## src/rtl/dtt_xbar_ingress_port.sv

```systemverilog
// dtt_xbar_ingress_port
// Transmit-side adapter for one crossbar input port. Buffers a ready/valid
// word stream (payload + destination index) in a local FIFO and issues words
// to the crossbar's valid-only input when the destination has credit.
// Egress returns credits as crossbar output queues drain.
//
// Ports:
//   clk, rst_n          clock, asynchronous active-low reset
//   s_valid/s_ready     upstream handshake; s_data payload, s_dest binary dest
//   xb_valid            one-cycle issue strobe; xb_data/xb_dest issued word
//   cr_return           per-destination credit return, one credit per set bit
//   dest_err            sticky: word with out-of-range dest accepted and dropped
//   cr_ovf              sticky: credit returned to a counter already full
//
// Optional feature (macro DTT_INGRESS_STATS_EN):
//   stat_issued, stat_dropped, stat_stall free-running wrap-around counters.
module dtt_xbar_ingress_port #(
    parameter int N_OUT      = 4,
    parameter int DATA_WIDTH = 32,
    parameter int FIFO_DEPTH = 8,
    parameter int CREDITS    = 4
) (
    input  logic                  clk,
    input  logic                  rst_n,
    input  logic                  s_valid,
    output logic                  s_ready,
    input  logic [DATA_WIDTH-1:0] s_data,
    input  logic [N_OUT-1:0]      s_dest,
    output logic                  xb_valid,
    output logic [DATA_WIDTH-1:0] xb_data,
    output logic [N_OUT-1:0]      xb_dest,
    input  logic [N_OUT-1:0]      cr_return,
    output logic                  dest_err,
    output logic                  cr_ovf
`ifdef DTT_INGRESS_STATS_EN
    ,
    output logic [31:0]           stat_issued,
    output logic [15:0]           stat_dropped,
    output logic [31:0]           stat_stall
`endif
);

    localparam int AW  = $clog2(FIFO_DEPTH);
    localparam int CW  = AW + 1;
    localparam int CRW = $clog2(CREDITS + 1);
    localparam int IW  = (N_OUT > 1) ? $clog2(N_OUT) : 1;

    localparam logic [CW-1:0]  DEPTH_V   = CW'(FIFO_DEPTH);
    localparam logic [CRW-1:0] CREDITS_V = CRW'(CREDITS);
    localparam logic [N_OUT:0] N_OUT_V   = (N_OUT + 1)'(N_OUT);

    logic [DATA_WIDTH-1:0] mem_data [FIFO_DEPTH];
    logic [N_OUT-1:0]      mem_dest [FIFO_DEPTH];
    logic [AW-1:0]         wr_ptr;
    logic [AW-1:0]         rd_ptr;
    logic [CW-1:0]         count;

    logic [CRW-1:0]        credit [N_OUT];

    logic                  accept;
    logic                  dest_ok;
    logic                  push;
    logic                  drop;
    logic                  issue;
    logic [IW-1:0]         head_idx;
    logic                  head_has_credit;
    logic [N_OUT-1:0]      issue_vec;
    logic [N_OUT-1:0]      at_max;
    logic                  ovf_hit;

    assign s_ready = (count < DEPTH_V);
    assign accept  = s_valid && s_ready;
    assign dest_ok = ({1'b0, s_dest} < N_OUT_V);
    assign push    = accept && dest_ok;
    assign drop    = accept && !dest_ok;

    // Only in-range destinations are ever written, so the low IW bits of a
    // stored dest are a valid counter index.
    assign head_idx        = mem_dest[rd_ptr][IW-1:0];
    assign head_has_credit = (credit[head_idx] != '0);
    assign issue           = (count != '0) && head_has_credit;

    always_comb begin
        issue_vec = '0;
        at_max    = '0;
        if (issue) begin
            issue_vec[head_idx] = 1'b1;
        end
        for (int unsigned j = 0; j < N_OUT; j++) begin
            at_max[j] = (credit[j] == CREDITS_V);
        end
    end

    // A return only overflows if no issue on the same counter absorbs it.
    assign ovf_hit = |(cr_return & ~issue_vec & at_max);

    always_ff @(posedge clk) begin
        if (push) begin
            mem_data[wr_ptr] <= s_data;
            mem_dest[wr_ptr] <= s_dest;
        end
    end

    always_ff @(posedge clk or negedge rst_n) begin
        if (!rst_n) begin
            wr_ptr <= '0;
            rd_ptr <= '0;
            count  <= '0;
        end else begin
            if (push) begin
                wr_ptr <= wr_ptr + AW'(1);
            end
            if (issue) begin
                rd_ptr <= rd_ptr + AW'(1);
            end
            case ({push, issue})
                2'b10:   count <= count + CW'(1);
                2'b01:   count <= count - CW'(1);
                default: count <= count;
            endcase
        end
    end

    always_ff @(posedge clk or negedge rst_n) begin
        if (!rst_n) begin
            for (int unsigned j = 0; j < N_OUT; j++) begin
                credit[j] <= CREDITS_V;
            end
        end else begin
            for (int unsigned j = 0; j < N_OUT; j++) begin
                if (issue_vec[j] && !cr_return[j]) begin
                    credit[j] <= credit[j] - CRW'(1);
                end else if (!issue_vec[j] && cr_return[j] && !at_max[j]) begin
                    credit[j] <= credit[j] + CRW'(1);
                end
            end
        end
    end

    always_ff @(posedge clk or negedge rst_n) begin
        if (!rst_n) begin
            xb_valid <= 1'b0;
            xb_data  <= '0;
            xb_dest  <= '0;
            dest_err <= 1'b0;
            cr_ovf   <= 1'b0;
        end else begin
            xb_valid <= issue;
            if (issue) begin
                xb_data <= mem_data[rd_ptr];
                xb_dest <= mem_dest[rd_ptr];
            end
            if (drop) begin
                dest_err <= 1'b1;
            end
            if (ovf_hit) begin
                cr_ovf <= 1'b1;
            end
        end
    end

`ifdef DTT_INGRESS_STATS_EN
    always_ff @(posedge clk or negedge rst_n) begin
        if (!rst_n) begin
            stat_issued  <= '0;
            stat_dropped <= '0;
            stat_stall   <= '0;
        end else begin
            if (xb_valid) begin
                stat_issued <= stat_issued + 32'd1;
            end
            if (drop) begin
                stat_dropped <= stat_dropped + 16'd1;
            end
            if ((count != '0) && !head_has_credit) begin
                stat_stall <= stat_stall + 32'd1;
            end
        end
    end
`endif

endmodule

```

## config.mk

```make
export PLATFORM = sky130hd
export DESIGN_NAME = dtt_xbar_ingress_port
export DESIGN_NICKNAME = d
export VERILOG_FILES = /design/src/rtl/dtt_xbar_ingress_port.sv
export SDC_FILE = /design/constraint.sdc
export NUM_CORES = 1
export LEC_CHECK = 0
export BUFFER_PORTS_ARGS = -buffer_cell sky130_fd_sc_hd__buf_4
export CORE_MARGIN = 1
export CORE_UTILIZATION = 38
export CTS_CLUSTER_SIZE = 14
export DETAILED_ROUTE_END_ITERATION = 7
export MAX_ROUTING_LAYER = met4
export PLACE_DENSITY = 0.53
export SLEW_MARGIN = 20
export SYNTH_ARGS = -nofsm -noshare
export SYNTH_HDL_FRONTEND = slang
export SYNTH_SLANG_ARGS = --single-unit
```

## constraint.sdc

```tcl
create_clock -name clk -period 5 [get_ports clk]
set_input_delay 0.25 -clock clk [delete_from_list [all_inputs] [get_ports clk]]
set_output_delay 0.25 -clock clk [all_outputs]
set_load 0.01 [all_outputs]
```

Word-level counts from Yosys, hierarchy flattened
Memory sizes are Yosys's and may differ from the RTL's. A register that Yosys moved wholly into a read port is not among the register bits.
Cells that the tools add are included.
- $add $sub $neg: 12
- $mul: 0
- div/mod/pow operators: 0
- order comparisons: 5
- eq/ne operators: 6
- shifts and indexed selects: 0
- mux-type cells: 17
- bitwise logic cells: 4
- reductions and logical operators: 39
- operators with widths (kind ; count):
    $mux W3 ; 10
    $add A3 B1 Y3 const B ; 6
    $logic_and A1 B1 Y1 ; 17
    $logic_not A1 Y1 ; 14
    $eq A3 B3 Y1 const B ; 4
    $sub A3 B1 Y3 const B ; 4
    $reduce_bool A2 Y1 ; 5
    $and A4 B4 Y4 ; 2
    $pmux W4 S2 ; 1
    $bmux W3 S2 ; 1
    $add A4 B1 Y4 const B ; 1
    $lt A4 B3 Y1 const B ; 1
    $lt A4 B4 Y1 const B ; 1
    $mux W4 ; 1
    $not A4 Y4 ; 1
    $reduce_bool A4 Y1 ; 1
    $reduce_or A4 Y1 ; 1
    $sub A4 B1 Y4 const B ; 1
    $ge A3 B3 Y1 const B ; 1
    $lt A2 B3 Y1 const B ; 1
    $mux W1 ; 3
    $not A2 Y3 ; 1
    $reduce_bool A3 Y1 ; 1
    $demux W1 S2 ; 1
    other kinds (3) ; 3
- register bits: 29
- latch bits: 0
- memory bits (writable): 288
- bits in read-only memories: 0
- word-level logic and storage cells: 96
- memories: 2
- memories (memory ; words ; width ; rd ports ; clocked after Yosys merged registers in ; wr ports ; line ; source):
    mem_data ; 8 ; 32 ; 1 ; 1 ; 1 ; 52 ; logic [DATA_WIDTH-1:0] mem_data [FIFO_DEPTH];
    mem_dest ; 8 ; 4 ; 1 ; 0 ; 1 ; 53 ; logic [N_OUT-1:0] mem_dest [FIFO_DEPTH];

Logic depth before layout (Yosys ltp)
An unclocked memory read counts as a cell.
- word-level depth: 13
- gate-level depth with buffers: 16
- depth with buffers taken out: 12

Least setup slack after synthesis
OpenSTA, ideal clock, no wires.
- path type: register to register
- start point: reg count[3]
- end point: mem mem_data[0][0] (enable)
- library setup time: 474 ps
- arrival time: 3825 ps
- setup slack: 701 ps
- stages on the path, launching flop included: 7
- buffers on the path: 0
- cell sequence: dfrtp_1 inv_1 nand2_1 nor3_1 inv_1 or2_2 nor3_1
- longest elaborated chain between the ends: 5
- RTL lines (what ; line ; source):
    start: declaration ; 56 ; logic [CW-1:0] count;
    start signal: assignment ; 117 ; 2'b10: count <= count + CW'(1);
    start signal: assignment ; 118 ; 2'b01: count <= count - CW'(1);
    start signal: assignment ; 119 ; default: count <= count;
    $lt A4 B4 Y1 ; 71 ; assign s_ready = (count < DEPTH_V);
    via s_ready ; 26 ; output logic s_ready,
    $logic_and A1 B1 Y1 ; 72 ; assign accept = s_valid && s_ready;
    $logic_and A1 B1 Y1 ; 74 ; assign push = accept && dest_ok;
    $mux W1 ; 98 ; if (push) begin
    $mux W1 (not written as such) ; 99 ; mem_data[wr_ptr] <= s_data;
    end: declaration ; 52 ;
The timed path passes the listed nets, and every way through them passes these cells.

Worst setup path in the final report
- start point: reg rd_ptr[0]
- end point: reg count[2]
- longest elaborated chain between the ends: 9
- RTL lines (what ; line ; source):
    start: declaration ; 55 ; logic [AW-1:0] rd_ptr;
    start signal: assignment ; 114 ; rd_ptr <= rd_ptr + AW'(1);
    $mem_v2 Z8 W4 (*) ; -- ;
    $not A2 Y3 (not written as such) (*) ; 80 ; assign head_has_credit = (credit[head_idx] != '0);
    $bmux W3 S2 (*) ; 80 ;
    $mux W3 (not written as such) (*) (2 in a row) ; 80 ;
    $reduce_bool A3 Y1 (*) ; 80 ;
    $logic_and A1 B1 Y1 (*) ; 81 ; assign issue = (count != '0) && head_has_credit;
    $eq A2 B1 Y1 or $eq A2 B2 Y1 (tied branches) ; 116 ; case ({push, issue})
    $pmux W4 S2 or $reduce_bool A2 Y1 (tied branches) ; -- ;
Every way passes the cells marked *; elsewhere a longest branch is shown, timed or not. The select of a mux whose other input is x is not followed.
A chain may end at the register's enable or synchronous reset.

==> results.py <==
metrics = {
    "global_routing": {
        "grt_pass1_vias": 7765,
        "grt_max_degree": 77,
        "grt_overflow": 0,
        "grt_pass1_wl_microns": 45400,
        "grtUsageTotal": 0.1623,
        "antenna_found_initial": 1,
    },
    "timing": {
        "grt_setup_unrepaired": "false",
        "holdWs_ns": 0.02911,
        "tightest_slew_ns": 0.9998,
        "final_hold_viol_count": 0,
        "drv_slew": 0,
        "clock_skew_ns": 0.02050,
        "relSlewSlack": 0.3319,
        "period_share": 0.7127,
        "setup_tns_ns": 0,
        "fin_crit_ns": 3.563,
        "max_freq_ghz": 0.2806,
        "finalSetupViolCount": 0,
    },
    "cells_and_area": {
        "post-route-cell-area_sq_um": 16880,
        "final_util": 0.4711,
        "fillers": 3013,
        "area_growth_pct": 20.84,
        "final_layout_size_suffix_gt1_frac": 0.2818,
        "fin_nets": 940,
    },
    "critical_path": {
        "start_kind": "flop",
        "arrival_ns": 3.96,
        "cpMostUsedCell": "ha_1",
        "path_cells": "mux4_2 > mux2i_2 > nand3_2 > a21oi_4 > ha_1 > xor2_1 > ha_1 > nand2b_1 > nor4_1 > nor3_1 > nand4_1",
        "r2r_cells": 11,
        "worstPathMaxFanout": 27,
        "end_kind": "flop",
        "cp_top_family": "multiplexers",
        "worstPathRequired_ns": 5.39,
        "max_stage_delay_ns": 0.78,
        "r2r_start": "rd_ptr[0]",
        "worstSetupPathType": "flop to flop",
        "path_buf_inv": 0,
        "r2r_setup_slack_ns": 1.44,
        "reg2reg_to": "count[2]",
        "slowest_stage": "dfrtp_4",
    },
    "yosys": {
        "ys_types": 62,
        "synth_warnings": 0,
        "synthMuxAreaShare": 0.1503,
        "ys_ff_latch": 349,
        "synth_compound_area_frac": 0.03933,
        "netlist_area_sq_um": 13970,
        "synth.yosys.seq_area_share": 0.7288,
        "synth_top_family_by_area": "multiplexers",
        "post_synth.cell_area_avg_sq_um": 18.50,
        "syn-num-nets": 806,
        "synth_fa_ha_area_frac": 0.009316,
        "synthArstFlopShare": 0.1748,
        "synth-xor-area-share": 0.007525,
        "synth_edf_count": 288,
        "syn_inst": 755,
        "synth-simple-area-share": 0.04569,
        "ys.flop_type": "edfxtp_1",
    },
    "placement": {
        "place_area_sq_um": 15140,
        "dp_hpwl_microns": 16350,
        "gp_congestion": 0.7597,
        "io_buffers": 82,
    },
    "drt": {
        "ant_nets": 0,
        "drt-total-wl_microns": 29010,
        "first_pass_iters": 4,
        "viasPerCell": 5.251,
        "vias": 7252,
        "avgRoutedWirePerCell_microns": 21.01,
        "drt_iter0_drc": 402,
        "drc": 0,
    },
    "floorplanning": {
        "pin_count": 83,
        "die_y_microns": 193.7,
        "fp.dieW_microns": 193.7,
        "row_count": 69,
        "start_util": 0.3898,
        "coreArea_sq_um": 35830,
        "die_area_sq_um": 37530,
    },
    "status": {
        "status": "completed",
    },
    "power": {
        "power.density_nw_per_um2": 600.2,
        "p_leak_nw": 5.844,
        "finalPower_w": 0.01013,
        "vdd.ir_drop.worst_v": 0.0004616,
    },
    "job": {
        "maxCapViolCount": 0,
    },
    "clock_network": {
        "clockRootBuffer": "clkbuf_16",
        "cts_tree": "built",
        "post_cts_buffers": 0,
        "cts_buffers": 38,
        "clock_latency_ns": 0.52,
        "clockBufferDepth": 3,
        "clock-sinks": 349,
        "clkTransAtPathRegs_ns": 0.06,
        "h-tree-depth": 2,
    },
    "worst_hold_path": {
        "min_path_type": "primary input to flop",
        "min_from": "s_dest[3]",
        "whs_path_depth": 1,
        "hold_end": "mem_dest[7][3]",
    },
}
[cell families after synthesis]
logic type | count (synthesis)
flops | 349
simple gates | 121
mux | 120
compound gates | 90
buf+inv | 55
xor+xnor | 12
fa+ha+maj | 8
[cells in the final DEF, fill, tap and decap left out, types with 3 or more instances in the layout]
master         netlist  final
buf_4                1     91
nand2b_1             7      7
nor2_1              52     46
mux2_4               3      3
nor3_1              16     14
dfstp_2              4      4
mux2i_1             43     43
nand3_1              4      4
clkbuf_8             0      7
o21ai_1             10     10
a21oi_1             50     50
xor2_1               6      6
ha_1                 4      4
bufinv_16            0      5
xnor2_1              6      6
nor4_4               3      3
nor3b_1              4      4
inv_1               16     16
mux4_2              70     70
o21ai_0              6      6
dfrtp_1             57     54
nand2_1             14     14
nor4b_1              3      3
clkbuf_1            19      7
dfrtp_4              0      3
clkbuf_16            0     39
fa_1                 4      4
nor2_4               0      6
dlygate4sd3_1        0     39
clkinv_2             0      7
edfxtp_1           288    288
nand4_1              3      3
[cell usage after synthesis, types with 5 or more instances]
cell type / n / area share
buf_2: 8 / 0.0029
dfrtp_1: 57 / 0.10
nor3_1: 16 / 0.0057
o21ai_1: 10 / 0.0036
edfxtp_1: 288 / 0.62
nor2_1: 52 / 0.014
nand2_1: 14 / 0.0038
nand2b_1: 7 / 0.0031
xnor2_1: 6 / 0.0038
xor2_1: 6 / 0.0038
o21ai_0: 6 / 0.0022
a21oi_1: 50 / 0.018
buf_6: 6 / 0.0048
mux2i_1: 43 / 0.031
clkbuf_1: 19 / 0.0051
inv_1: 16 / 0.0043
mux4_2: 70 / 0.11
buf_1: 5 / 0.0013
[stage by stage]
step	worst slack, ns	instances
final	1.437	1381
after global routing	1.223	1381
after CTS	1.417	1380
after detailed placement	1.428	1271
after global placement	1.485	1269
after floorplan	0.7009	755
[layer usage]
layer,track usage,part of all wire
met5,-,0
met4,0.04444,0.019
met3,0.02505,0.038
met2,0.2694,0.50
met1,0.2078,0.44
[power by group]
| part | internal (W) | switching, W |
|---|---|---|
| registers | 0.00352 | 0.000437 |
| clock network | 0.00180 | 0.00111 |
| logic | 0.00155 | 0.00171 |
| total | 0.00688 | 0.00325 |
[repair_timing]
item / CTS / global route
hold buffers: 39 / 0
gates resized for setup: 0 / 0
hold endpoints to repair: 340 / 0
[final cells by class]
class                      instances  area (sq um)  share of cell area
antenna                            1         2.502           0.0001483
clock buffer                      53          1099             0.06509
clock inverter                    17         239.0             0.01416
inverter                          16         60.06            0.003558
multi-input combinational        351          3585              0.2124
sequential                       349         10190              0.6038
tap                              461         576.8             0.03418
timing repair buffer             133          1125             0.06665
[how the worst max path moves through the flow]
| stage | startpoint | endpoint | slack (ns) | depth (start not counted) |
|---|---|---|---|---|
| 6_report | rd_ptr[0] | count[2] | 1.44 | 11 |
| 5_1_grt | rd_ptr[0] | count[2] | 1.22 | 11 |
| 4_1_cts | rd_ptr[0] | count[2] | 1.42 | 11 |
| 3_5_place_dp | rd_ptr[0] | count[2] | 1.43 | 11 |
| 3_3_place_gp | count[3] | mem_data[4][23] | 1.48 | 6 |
| 2_1_floorplan | count[3] | mem_data[0][0] | 0.70 | 6 |
[registers in the layout, summed over array words and instances, names as in the netlist]
register and flops:
xb_data 32, cr_ovf 1, wr_ptr 3, mem_data 256
xb_dest 4, count 4, xb_valid 1, rd_ptr 3
credit 12, mem_dest 32, dest_err 1
(Power assumes the default switching activity.)
